`config.mk`:
```
export PLATFORM = sky130hd
export DESIGN_NAME = spu_seq
export DESIGN_NICKNAME = d
export VERILOG_FILES = /design/src/rtl/spu_seq.sv
export SDC_FILE = /design/constraint.sdc
export NUM_CORES = 1
export LEC_CHECK = 0
export ABC_AREA = 1
export CAP_MARGIN = 40
export CORE_MARGIN = 3
export CORE_UTILIZATION = 55
export CTS_BUF_LIST = sky130_fd_sc_hd__clkbuf_8
export DETAILED_ROUTE_END_ITERATION = 10
export PLACE_DENSITY = 0.76
export SYNTH_ARGS = -nofsm -noshare
export SYNTH_HDL_FRONTEND = slang
export SYNTH_SLANG_ARGS = --single-unit
```
`constraint.sdc`:
```
create_clock -name clk -period 3.9 [get_ports clk]
set_input_delay 0.585 -clock clk [delete_from_list [all_inputs] [get_ports clk]]
set_output_delay 0.585 -clock clk [all_outputs]
set_load 0.02 [all_outputs]
```
`src/rtl/spu_seq.sv`:
```
// spu_seq: sequential float -> sigmoid -> float unit.
// The operand is converted to Q16.16 magnitude plus sign, passed through a
// piecewise-linear sigmoid approximation (shifts and adds only), then
// normalised one bit per cycle back into IEEE-754 single precision.
//
// Ports:
//   clk        rising-edge clock
//   rst_n      asynchronous active-low reset
//   x_float    IEEE-754 single operand, captured on in_valid && in_ready
//   in_valid   operand present
//   in_ready   unit idle and able to accept (0 while in reset)
//   y_float    registered IEEE-754 single result
//   out_valid  y_float valid (DONE state only)
//   out_ready  consumer accepts result
//   busy       unit is in any state other than IDLE
module spu_seq (
    input  logic        clk,
    input  logic        rst_n,
    input  logic [31:0] x_float,
    input  logic        in_valid,
    output logic        in_ready,
    output logic [31:0] y_float,
    output logic        out_valid,
    input  logic        out_ready,
    output logic        busy
);

    localparam int unsigned W = 32;

    localparam logic [W-1:0] ONE_Q     = 32'h0001_0000;
    localparam logic [W-1:0] FIVE_Q    = 32'h0005_0000;
    localparam logic [W-1:0] T2375_Q   = 32'h0002_6000;
    localparam logic [W-1:0] C084375_Q = 32'h0000_D800;
    localparam logic [W-1:0] C0625_Q   = 32'h0000_A000;
    localparam logic [W-1:0] HALF_Q    = 32'h0000_8000;
    localparam logic [W-1:0] QNAN      = 32'h7FC0_0000;

    typedef enum logic [2:0] {
        IDLE = 3'd0,
        CONV = 3'd1,
        EVAL = 3'd2,
        NORM = 3'd3,
        DONE = 3'd4
    } state_t;

    state_t         state;
    logic [W-1:0]   x_reg;
    logic [W-1:0]   fx;
    logic           sign;
    logic [7:0]     exp_r;

    logic [7:0]        xe;
    logic [22:0]       xf;
    logic signed [9:0] e_c;
    logic [W-1:0]      m32;
    logic              is_nan_c;
    logic [W-1:0]      mag_c;
    logic [W-1:0]      p_c;
    logic [W-1:0]      y_c;

    assign in_ready = (state == IDLE) && rst_n;
    assign busy     = (state != IDLE);

    assign xe       = x_reg[30:23];
    assign xf       = x_reg[22:0];
    assign e_c      = $signed({2'b00, xe}) - 10'sd127;
    assign m32      = {8'h00, 1'b1, xf};
    assign is_nan_c = (xe == 8'hFF) && (xf != 23'd0);

    // Float magnitude to Q16.16: value = m * 2^(e-23), scaled by 2^16.
    always_comb begin
        mag_c = '0;
        if (xe == 8'h00) begin
            mag_c = '0;
        end else if (xe == 8'hFF) begin
            mag_c = '1;
        end else if (e_c < -10'sd16) begin
            mag_c = '0;
        end else if (e_c >= 10'sd15) begin
            mag_c = '1;
        end else if (e_c >= 10'sd7) begin
            mag_c = m32 << 5'(e_c - 10'sd7);
        end else begin
            mag_c = m32 >> 5'(10'sd7 - e_c);
        end
    end

    // Piecewise-linear sigmoid on |x|; negative inputs use symmetry 1 - p.
    always_comb begin
        p_c = HALF_Q;
        if (fx >= FIVE_Q) begin
            p_c = ONE_Q;
        end else if (fx >= T2375_Q) begin
            p_c = (fx >> 5) + C084375_Q;
        end else if (fx >= ONE_Q) begin
            p_c = (fx >> 3) + C0625_Q;
        end else begin
            p_c = (fx >> 2) + HALF_Q;
        end
        y_c = sign ? (ONE_Q - p_c) : p_c;
    end

    // Sequencer with registered result and handshake outputs.
    always_ff @(posedge clk or negedge rst_n) begin
        if (!rst_n) begin
            state     <= IDLE;
            x_reg     <= '0;
            fx        <= '0;
            sign      <= 1'b0;
            exp_r     <= 8'd0;
            y_float   <= '0;
            out_valid <= 1'b0;
        end else begin
            case (state)
                IDLE: begin
                    if (in_valid) begin
                        x_reg <= x_float;
                        state <= CONV;
                    end
                end
                CONV: begin
                    sign <= x_reg[31];
                    if (is_nan_c) begin
                        y_float   <= QNAN;
                        out_valid <= 1'b1;
                        state     <= DONE;
                    end else begin
                        fx    <= mag_c;
                        state <= EVAL;
                    end
                end
                EVAL: begin
                    fx    <= y_c;
                    exp_r <= 8'd127;
                    state <= NORM;
                end
                NORM: begin
                    // y <= 1.0, so bit 16 is the implicit leading one.
                    if (fx == '0) begin
                        y_float   <= '0;
                        out_valid <= 1'b1;
                        state     <= DONE;
                    end else if (fx[16]) begin
                        y_float   <= {1'b0, exp_r, fx[15:0], 7'b0};
                        out_valid <= 1'b1;
                        state     <= DONE;
                    end else begin
                        fx    <= {fx[W-2:0], 1'b0};
                        exp_r <= exp_r - 8'd1;
                    end
                end
                DONE: begin
                    if (out_ready) begin
                        out_valid <= 1'b0;
                        state     <= IDLE;
                    end
                end
                default: begin
                    state     <= IDLE;
                    out_valid <= 1'b0;
                end
            endcase
        end
    end

endmodule

```
== Word level (Yosys, flattened, before mapping) ==
Index checks and enable logic that the tools add are counted.
Storage, ports and cells
  register bits after elaboration: 109
  bits of input ports: 36
  output and inout port bits: 35
Operators by class
  add/sub/neg operators: 8
  $lt $le $gt $ge: 6
  equality and inequality tests: 12
  shift-type cells: 2
  multiplexer cells: 31
  bitwise gates (word level): 1
  reductions and logical operators: 18
Operators by type and width (number)
  $mux 32: 12
  $pmux 32 s3: 1
  $mux 31: 3
  $pmux 32 s2: 1
  $ge 32x17->1 const B: 1
  $ge 32x18->1 const B: 1
  $ge 32x19->1 const B: 1
  $logic_not 32->1: 1
  $shl 24x5->32: 1
  $shr 24x5->32: 1
  $sub 17x32->32 const A: 1
  $add 30x16->31 const B: 1
  $add 29x16->30 const B: 1
  $add 27x16->28 const B: 1
  $reduce_bool 23->1: 1
  $mux 8: 2
  $pmux 8 s2: 1
  $mux 3: 5
  $pmux 3 s5: 1
  $ne 2x2->1 const B: 6
  $reduce_and 3->1: 4
  $ge 9x4->1 const B: 1
  $ge 9x5->1 const B: 1
  $lt 9x5->1 const B: 1
  20 further kinds: 28

== Depth between registers and ports, before layout ==
Gate-level depths: netlist (run 1).
  word-level depth: 10
  gate-level depth with buffers: 22
  mapped depth without buffers: 20

== Least setup slack after synthesis (run 1) ==
OpenSTA, ideal clock, no wires.
  path type: register -> register
  start point: register x_reg[23]
  end point: register fx[29]
  setup time: 0.125 ns
  arrival time: 2.789 ns
  path slack: 0.987 ns
  cell stages (with the launch flop): 19
  buffers on the path: 3
  cell sequence: dfrtp_1 buf_2 inv_1 clkbuf_1 ha_1 inv_1 nand2_1 nand2_1 clkbuf_1 o21ai_0 nand2_1 o21ai_0 nand2_1 o21ai_0 or2_2 nand3_1 nand2_1 a21oi_1 a21boi_1
On the way
  longest elaborated chain between the ends: 10
  elaborated cells between the ends (all ways): 20
  classes of those cells: add/sub (3); order compare (3); eq/ne (2); shift (2); mux (7); reduce/logical (3)
Ends and longest elaborated chain
  start, declared: line 47  | logic [W-1:0] x_reg;
  start signal, assigned: line 117  | x_reg <= x_float;
  $sub 8x7->9: line 66  | assign e_c = $signed({2'b00, xe}) - 10'sd127;
  $sub 4x5->5 or $sub 5x4->5 (tied branches): line 84, 82
  $shr 24x5->32 or $shl 24x5->32 (tied branches): line 84, 82
  $mux 32: line 81  | end else if (e_c >= 10'sd7) begin
  $mux 32: line 79  | end else if (e_c >= 10'sd15) begin
  $mux 32: line 77  | end else if (e_c < -10'sd16) begin
  $mux 32: line 75  | end else if (xe == 8'hFF) begin
  $mux 32: line 73  | if (xe == 8'h00) begin
  $mux 32: line 123  | if (is_nan_c) begin
  $pmux 32 s3: line 114  | case (state)
  end signal, assigned: line 128  | fx <= mag_c;
  end signal, assigned: line 133  | fx <= y_c;
  end signal, assigned: line 148  | fx <= {fx[W-2:0], 1'b0};
  end, declared: line 48  | logic [W-1:0] fx;
Several ways; a longest one is shown, not always the timed one. The select of a mux whose other input is x is not followed.
A chain may end at the register's enable or synchronous reset.

== Worst setup path after layout (run 1) ==
  start point: register fx[16]
  end point: register fx[30]
On the way
  longest elaborated chain between the ends: 7
  elaborated cells between the ends (all ways): 16
  classes of those cells: add/sub (4); order compare (3); eq/ne (2); mux (5); reduce/logical (2)
Ends and longest elaborated chain
  $add 30x16->31 (tied with other cells): line 98  | p_c = (fx >> 2) + HALF_Q;
  $mux 31: line 95  | end else if (fx >= ONE_Q) begin
  $mux 31: line 93  | end else if (fx >= T2375_Q) begin
  $mux 31: line 91  | if (fx >= FIVE_Q) begin
  $sub 17x32->32: line 100  | y_c = sign ? (ONE_Q - p_c) : p_c;
  $mux 32: line 100
  $pmux 32 s3: line 114
Several ways; a longest one is shown, not always the timed one.

==> metrics.txt, run 1 <==
CTS Hold Bufs=0; Core Area=~0.016 mm²; Die W=roughly 140 µm; final core occ=about 63%; Crit path top cell by count=nand2_1; Iter 0 DRT Violations=about 1400; WS Path Type=flip-flop to flip-flop; ys async rst share=between 90% and 100%; Syn Area/Cell=approximately 6 µm²; # IOs=71; vias=~10000; clock net sink count=between 100 and 150; Gate Count Post-Synth=1522; final worst slack=about 310 ps; Clock transition at path regs=about 130 ps; Post-CTS Setup Bufs=0; maximum root-to-sink buffer count=2; htree depth=3; crit-path cells=inv_1, ha_1, nand2_1, nor2_4, nand2_4, nand2_1, nand3_1, nand2_1, ha_1, nand3_1, inv_1, nand2_1, nor2_2, nand3_1, nand3_2, a21boi_1; initial core utilization=between 50% and 60%; initial antenna violation count=0; nets=1589; Post-Route WL=approximately 30000 µm; crit-path max FO=20; startpoint types=flip-flop; area leader, netlist=dfrtp_1; Arr. time, crit path=a little under 4000 ps; Pre-antenna DRT Iters=6; Antenna Cells=0; master of the slowest instance on the critical path=dfrtp_1; Max Clk Rate=roughly 0.28 GHz; sequential element share of the synthesized area=approximately 27%; outcome=finished clean; Skew-Pair Late Insertion Delay=between 400 and 500 ps; cts bufs inserted=9; crit path time final=3590 ps; Worst slew margin=between 40% and 50%; worst min path class=primary input to async pin; WP data required=around 4200 ps; final setup fails=0; total gr overflow=0; clk_skew=approximately 27 ps; vias in the first global route=~9000; final hold slack=approximately 250 ps; Least-Margin Pin Slew=around 810 ps; CP Capture Type=flip-flop; Worst path max stage delay=approximately 520 ps; RSZ-0062 raised after global routing=no; FP Rows=46; ratio of cells with drive above 1 in the final layout=5.455%; root buf cell=clkbuf_8; GPL Wtd Cong=1.034; vias per inst=slightly below 6; Post-Syn Area=0.009263 mm²; CTS tree=yes; Multi-input gate area=0.005763 mm²; # fillers=1612; Slew Limit Fails=0; WL per Instance=17.04 µm; Post-synth EDFFs=0; library cells used by synthesis=50; max_cap viols=0; FF+latch count, synth=101; Setup TNS=0 ps; overall routing resource usage=approximately a third; post-synth top area share=between 20 and 30%; first-pass GRT wire length=~48000 µm; DIE HEIGHT=between 100 and 150 µm; largest net degree at the start of global routing=63; HPWL after DPL=between 20000 and 25000 µm; Hold Violations, Final=0; top cells by area, synth=dfrtp_1, nand2_1, nand3_1; Remaining DRCs=0; # port buffers=slightly above 60; register area=roughly 0.0025 mm²; Setup Slack @ Placement=roughly 380 ps; Layout area overhead=9.983%; Final period util=between 90% and 100%; commonest register cell after synthesis=dfrtp_1; Final ANT Viol Nets=0; synth warn=0; total die area=roughly 0.018 mm²
-- layer usage --
metal	vias to the layer above	wire [µm]	share of wire, %	global-route usage (%)
li1	5009	-	-	-
met1	4626	13620	46	49.85
met2	515	12340	41	46.35
met3	58	3298	11	8.061
met4	0	652	2.2	8.679
met5	-	0	0	0
-- through the flow --
stage	instance area, µm²	instances
after CTS	10180	1756
after global placement	9947	1739
after detailed placement	9967	1740
after floorplan	9289	1529
after global routing	10190	1756
final	10190	1756
-- cell families after synthesis --
kind of cell | Yosys count | share of synthesized area, %
compound gates | 357 | 21.52
xor+xnor | 10 | 1.513
fa+ha+maj | 18 | 2.431
buf+inv | 246 | 10.86
flops | 101 | 27.29
mux | 9 | 1.013
other cells | 1 | 0.04049
simple gates | 780 | 35.34
-- placed cells by master, fill, tap and decap left out, types with 2 or more instances in the layout --
cell             instances
a21boi_0                 2
a21boi_1                15
a21oi_1                120
a22oi_1                  3
a31oi_1                 14
buf_4                   29
clkbuf_8                 9
clkdlybuf4s50_1         61
clkinv_1                 2
clkinv_8                 4
conb_1                   8
dfrtp_1                101
ha_1                    18
inv_1                  141
inv_2                    7
inv_6                    2
mux2_2                   3
mux2i_1                  6
nand2_1                413
nand3_1                159
nand4_1                 22
nor2_1                 152
nor2_2                   5
nor2_4                   2
nor3_1                   5
nor4_1                   3
o211ai_1                10
o21a_1                  18
o21ai_0                149
o21ai_1                  3
o31ai_1                 14
or2_1                    2
or2_2                   12
xor2_1                   5
xor2_4                   2
-- path summary, 6_finish.rpt --
path / from / slack, ps / cells past startpoint / end
max: fx[16] / 310 / 16 / fx[30]
min: rst_n / 250 / 2 / x_reg[14]
max reg2reg: fx[16] / 310 / 16 / fx[30]
min reg2reg: y_float[17] / 490 / 2 / y_float[17]
max in group asynchronous: rst_n / 2460 / 3 / fx[5]
min in group clk: y_float[17] / 490 / 2 / y_float[17]
-- cells in the mapped netlist (2+ instances only) --
library cell    n
a21boi_0        2
a21boi_1       15
a21oi_1       120
a22oi_1         3
a31oi_1        14
buf_1           2
buf_2          30
buf_4          12
clkbuf_1       52
clkinv_1        2
dfrtp_1       101
ha_1           18
inv_1         141
inv_2           7
mux2_2          3
mux2i_1         6
nand2_1       414
nand3_1       159
nand4_1        22
nor2_1        152
nor2_2          5
nor2_4          2
nor3_1          5
nor4_1          3
o211ai_1       10
o21a_1         18
o21ai_0       149
o21ai_1         3
o31ai_1        14
or2_1           2
or2_2          12
xor2_1          5
xor2_4          2
-- layout make-up --
class,count,share of cell area [%]
Multi-Input combinational cell,1182,56.57
Sequential cell,101,24.81
Timing Repair Buffer,91,8.327
Inverter,150,5.527
Tap cell,216,2.653
Clock buffer,9,1.216
Clock inverter,7,0.8966
-- worst max-delay path: cells and delay by family, from the launching register on --
| kind | cells | cell delay [ps] |
|---|---|---|
| flip-flops | 1 | 520 |
| AND/OR/NAND/NOR | 11 | 1870 |
| buffers and inverters | 2 | 450 |
| adder cells (fa/ha/maj) | 2 | 520 |
| AO/OA/AOI/OAI | 1 | 90 |
-- timing repair --
| action | CTS | global route |
|---|---|---|
| endpoints found under the setup margin | 0 | 8 |
| resized for setup | 0 | 1 |
| endpoints found under the hold margin | 0 | 0 |
Power of run 1 is left out: the tool's default activity adds up to more than one toggle a clock period on the data nets, which glitch-free logic cannot reach.
==> run 2: changes to the inputs <==
CORE_MARGIN = 2   (was 3)
GPL_TIMING_DRIVEN = 0   (was unset)
==> run 2 against run 1 <==
Critical path depth unchanged; register-to-register slack got worse by 130 ps; global-route usage grew 2.5 points; clock skew fell by 8.4 ps; sequential cell count is the same; cell area grew 2.2%; clock-buffer cell count did not move; fmax decreased by 3.5%; via count grew 4.1%; die area fell by 2.9%.
==> metrics.txt, run 2 (synthesis results as in run 1) <==
PostCTS Resize Cnt=0; crit path time final=3721 ps; Reg-to-Reg End=fx[28]; cts bufs inserted=9; Multi-input gate area=~0.0058 mm²; htree depth=3; CTS Hold Bufs=0; Slew Limit Fails=0; vias in the first global route=9391; Worst slew margin=40.83%; met3 Use GR=roughly 6.5%; WL per Instance=17.22 µm; CP Capture Type=flip-flop; crit-path max FO=11; max_cap viols=0; CTS tree=yes; WS Path Type=flip-flop to flip-flop; register area=roughly 0.0025 mm²; overall routing resource usage=35.31%; RSZ-0062 raised after global routing=no; # port buffers=slightly above 60; clock net sink count=between 100 and 150; Max Clk Rate=between 0.2 and 0.3 GHz; total gr overflow=0; Arr. time, crit path=4010 ps; initial core utilization=approximately 56%; # fillers=1635; Least-Margin Pin Slew=a little under 900 ps; DIE HEIGHT=133.8 µm; Final period util=between 90% and 100%; Skew-Pair Late Insertion Delay=approximately 400 ps; largest net degree at the start of global routing=66; clk_skew=roughly 19 ps; vias=roughly 11000; HPWL after DPL=around 25000 µm; crit path from=x_reg[23]; Hold Violations, Final=0; vias per inst=approximately 5.8; Remaining DRCs=0; GPL Wtd Cong=1.018; Critical Path End=fx[28]; Pre-antenna DRT Iters=7; # IOs=71; root buf cell=clkbuf_8; commonest cells after routing, fill and taps aside=nand2_1, nand3_1, nor2_1; Post-CTS Setup Bufs=0; r2r worst-path depth=16; total die area=about 0.018 mm²; Die W=133.8 µm; Setup Slack @ Placement=about 180 ps; ratio of cells with drive above 1 in the final layout=under 10%; first-pass GRT wire length=roughly 50000 µm; FP Rows=between 40 and 50; outcome=finished clean; initial antenna violation count=0; maximum root-to-sink buffer count=2; Post-Route WL=about 31000 µm; Final ANT Viol Nets=0; nets=about 1700; final worst slack=roughly 180 ps; commonest non-fill, non-tap cell in the layout=nand2_1; R2R Setup Slk=180 ps; Iter 0 DRT Violations=~1200; Layout area overhead=12.41%; Antenna Cells=0; startpoint types=flip-flop; met2 usage=between 50% and 60%; r2r startpoint=x_reg[23]; WP data required=~4200 ps; worst min path class=primary input to async pin; M1 GR Usage=between 50 and 60%; Clock transition at path regs=about 120 ps; Most Crowded Layer GR=met1; Core Area=around 0.017 mm²; final setup fails=0
run 2: cell count changes in the layout (fill, tap and decap cells not counted), sizes merged:
cell,before,now
buf,30,46
clkbuf,9,61
inv,150,152
clkinv,7,5
run 2: worst max-delay path: stages, from the launching register on:
cell	delay (ps)
dfrtp_1	400
buf_2	250
inv_1	80
clkbuf_2	230
ha_1	370
inv_1	150
nand2_1	170
nand2_1	190
clkbuf_1	300
o21ai_0	230
o21ai_0	360
o21ai_0	210
or2_1	250
nand3_1	120
nand2_1	80
a21oi_1	140
a21boi_1	80
run 2: layout make-up:
type	instances	share of cell area [%]
multi-input cells	1182	55.28
flip-flops and latches	101	24.27
repair buffers	63	6.200
inverters	150	5.407
plain buffers	96	4.302
well taps	220	2.644
clock buffers	9	1.190
clock inverters	7	0.7090
run 2: layer usage:
layer / vias up / wire length [µm]
met2: 557 / 12990
li1: 5163 / -
met3: 52 / 3332
met5: - / 0
met1: 4852 / 14510
met4: 0 / 651
run 2: worst min path at each step:
stage,cells after the start,startpoint,slack [ps],end
after floorplan,0,rst_n,290,exp_r[0]
after global placement,2,y_float[21],470,y_float[21]
after detailed placement,2,out_valid,470,out_valid
after CTS,1,rst_n,160,x_reg[0]
after global routing,1,rst_n,180,x_reg[1]
final,1,rst_n,140,x_reg[0]
run 2: per-stage QoR:
step                      TNS (ps)  hold slack [ps]  area (µm²)  util, %  cells
after floorplan                  0            289.4        9289        -   1529
after global routing             0            184.6       10410    63.01   1828
after global placement     -160000            468.5       10180    61.63   1811
after CTS                        0            157.3       10410    62.98   1828
final                            0            136.6       10410    63.01   1828
after detailed placement         0            474.0       10210    61.79   1812
Power of run 2 is left out for the same reason.
==> run 3: changes to the inputs <==
clock period = 4.2 ns   (was 3.9 ns; I/O delays follow)
==> run 3 against run 2 <==
Die area is the same; register-to-register slack gained 140 ps; clock-buffer cell count is the same; highest routed layer unchanged; hold slack gained 47 ps; final cell count is the same; global-route usage is the same; largest cell class unchanged; critical endpoint is now fx[24]; critical path type unchanged.
==> metrics.txt, run 3 (synthesis results as in run 1) <==
outcome=finished clean; final setup fails=0; CTS Hold Bufs=0; Post-CTS Setup Bufs=0; r2r worst-path depth=16; crit-path cells=buf_2, inv_1, clkbuf_1, ha_1, inv_1, nand2_1, nand2_1, clkbuf_1, o21ai_0, o21ai_0, nand2_1, nand2_1, nor2_1, o31ai_1, a21oi_1, a21boi_1; R2R Setup Slk=320 ps; initial antenna violation count=0; met2 usage=around half; worst min path class=primary input to async pin; Worst slew margin=approximately 41%; met3 Use GR=6.538%; Reg-to-Reg End=fx[24]; crit path from=x_reg[23]; clock net sink count=~100; # IOs=slightly above 70; Most Crowded Layer GR=met1; cts bufs inserted=9; clk_skew=21.39 ps; Arr. time, crit path=4220 ps; RSZ-0062 raised after global routing=no; Slew Limit Fails=0; Least-Margin Pin Slew=877.8 ps; HPWL after DPL=roughly 25000 µm; crit-path max FO=11; commonest non-fill, non-tap cell in the layout=nand2_1; master of the slowest instance on the critical path=dfrtp_1; DIE HEIGHT=133.8 µm; Die W=roughly 130 µm; first-pass GRT wire length=just under 50000 µm; Skew-Pair Late Insertion Delay=410 ps; crit path time final=just under 4000 ps; startpoint types=flip-flop; largest net degree at the start of global routing=66; Setup TNS=0 ps; Final period util=between 90 and 100%; Layout area overhead=12.36%; nets=1657; GPL Wtd Cong=between 1 and 1.5; # port buffers=between 60 and 70; Antenna Cells=0; Clock transition at path regs=roughly 120 ps; CP Capture Type=flip-flop; commonest cells after routing, fill and taps aside=nand2_1, nand3_1, nor2_1; Core Area=about 0.017 mm²; overall routing resource usage=a little over a third; CTS tree=yes; Iter 0 DRT Violations=between 1000 and 1500; total gr overflow=0; Post-Route WL=31520 µm; FP Rows=47; ratio of cells with drive above 1 in the final layout=6.032%; Crit path top cell by count=nand2_1; maximum root-to-sink buffer count=2; M1 GR Usage=approximately 53%; total die area=around 0.018 mm²; PostCTS Resize Cnt=0; Hold Violations, Final=0; Remaining DRCs=0; initial core utilization=a little under three fifths; WS Path Type=flip-flop to flip-flop; Worst path max stage delay=between 400 and 500 ps; max_cap viols=0; root buf cell=clkbuf_8; vias per inst=approximately 5.8; htree depth=3; Critical Path End=fx[24]; r2r startpoint=x_reg[23]; vias=10601; Pre-antenna DRT Iters=6; WP data required=between 4000 and 5000 ps; # fillers=approximately 1600; Final ANT Viol Nets=0; Max Clk Rate=roughly 0.26 GHz; vias in the first global route=between 9000 and 10000; WL per Instance=around 17 µm
[run 3: cell type report]
| type | instances | area [µm²] | area share [%] |
|---|---|---|---|
| timing repair buffer | 63 | 645.6 | 6.203 |
| clock buffer | 9 | 123.9 | 1.190 |
| clock inverter | 7 | 73.82 | 0.7093 |
| inverter | 150 | 563.0 | 5.410 |
| multi-input combinational | 1182 | 5756 | 55.30 |
| sequential | 101 | 2527 | 24.28 |
| buffer | 96 | 442.9 | 4.256 |
| tap | 220 | 275.3 | 2.645 |
[run 3: how the worst min path moves through the flow]
stage             endpoint  slack [ps]
2_1_floorplan     exp_r[0]         330
3_3_place_gp   y_float[21]         470
3_5_place_dp     out_valid         470
4_1_cts           x_reg[0]         200
5_1_grt           x_reg[1]         230
6_report          x_reg[0]         180
[run 3: per-layer routing]
layer | routed length, µm | vias up
met3 | 3326 | 59
met2 | 12980 | 547
met5 | 0 | -
met4 | 697 | 0
met1 | 14510 | 4834
li1 | - | 5161
[run 3: through the flow]
stage                     cell area (µm²)  instances  utilization [%]  setup slack [ps]  hold slack, ps
final                               10410       1828            62.98             316.7           183.8
after global routing                10410       1828            62.98             33.38           229.6
after CTS                           10410       1828            62.98             468.3           202.3
after detailed placement            10210       1812            61.79             478.9           474.0
after global placement              10180       1811            61.63             -1802           468.5
after floorplan                      9289       1529                -              1287           334.4
[run 3: worst max-delay path: cells and delay by family (launching register included)]
family,cells,cell delay (ps)
compound gates,5,1230
fa+ha+maj,1,350
buf+inv,5,1200
flops,1,430
simple gates,5,600
Power of run 3 is left out for the same reason.
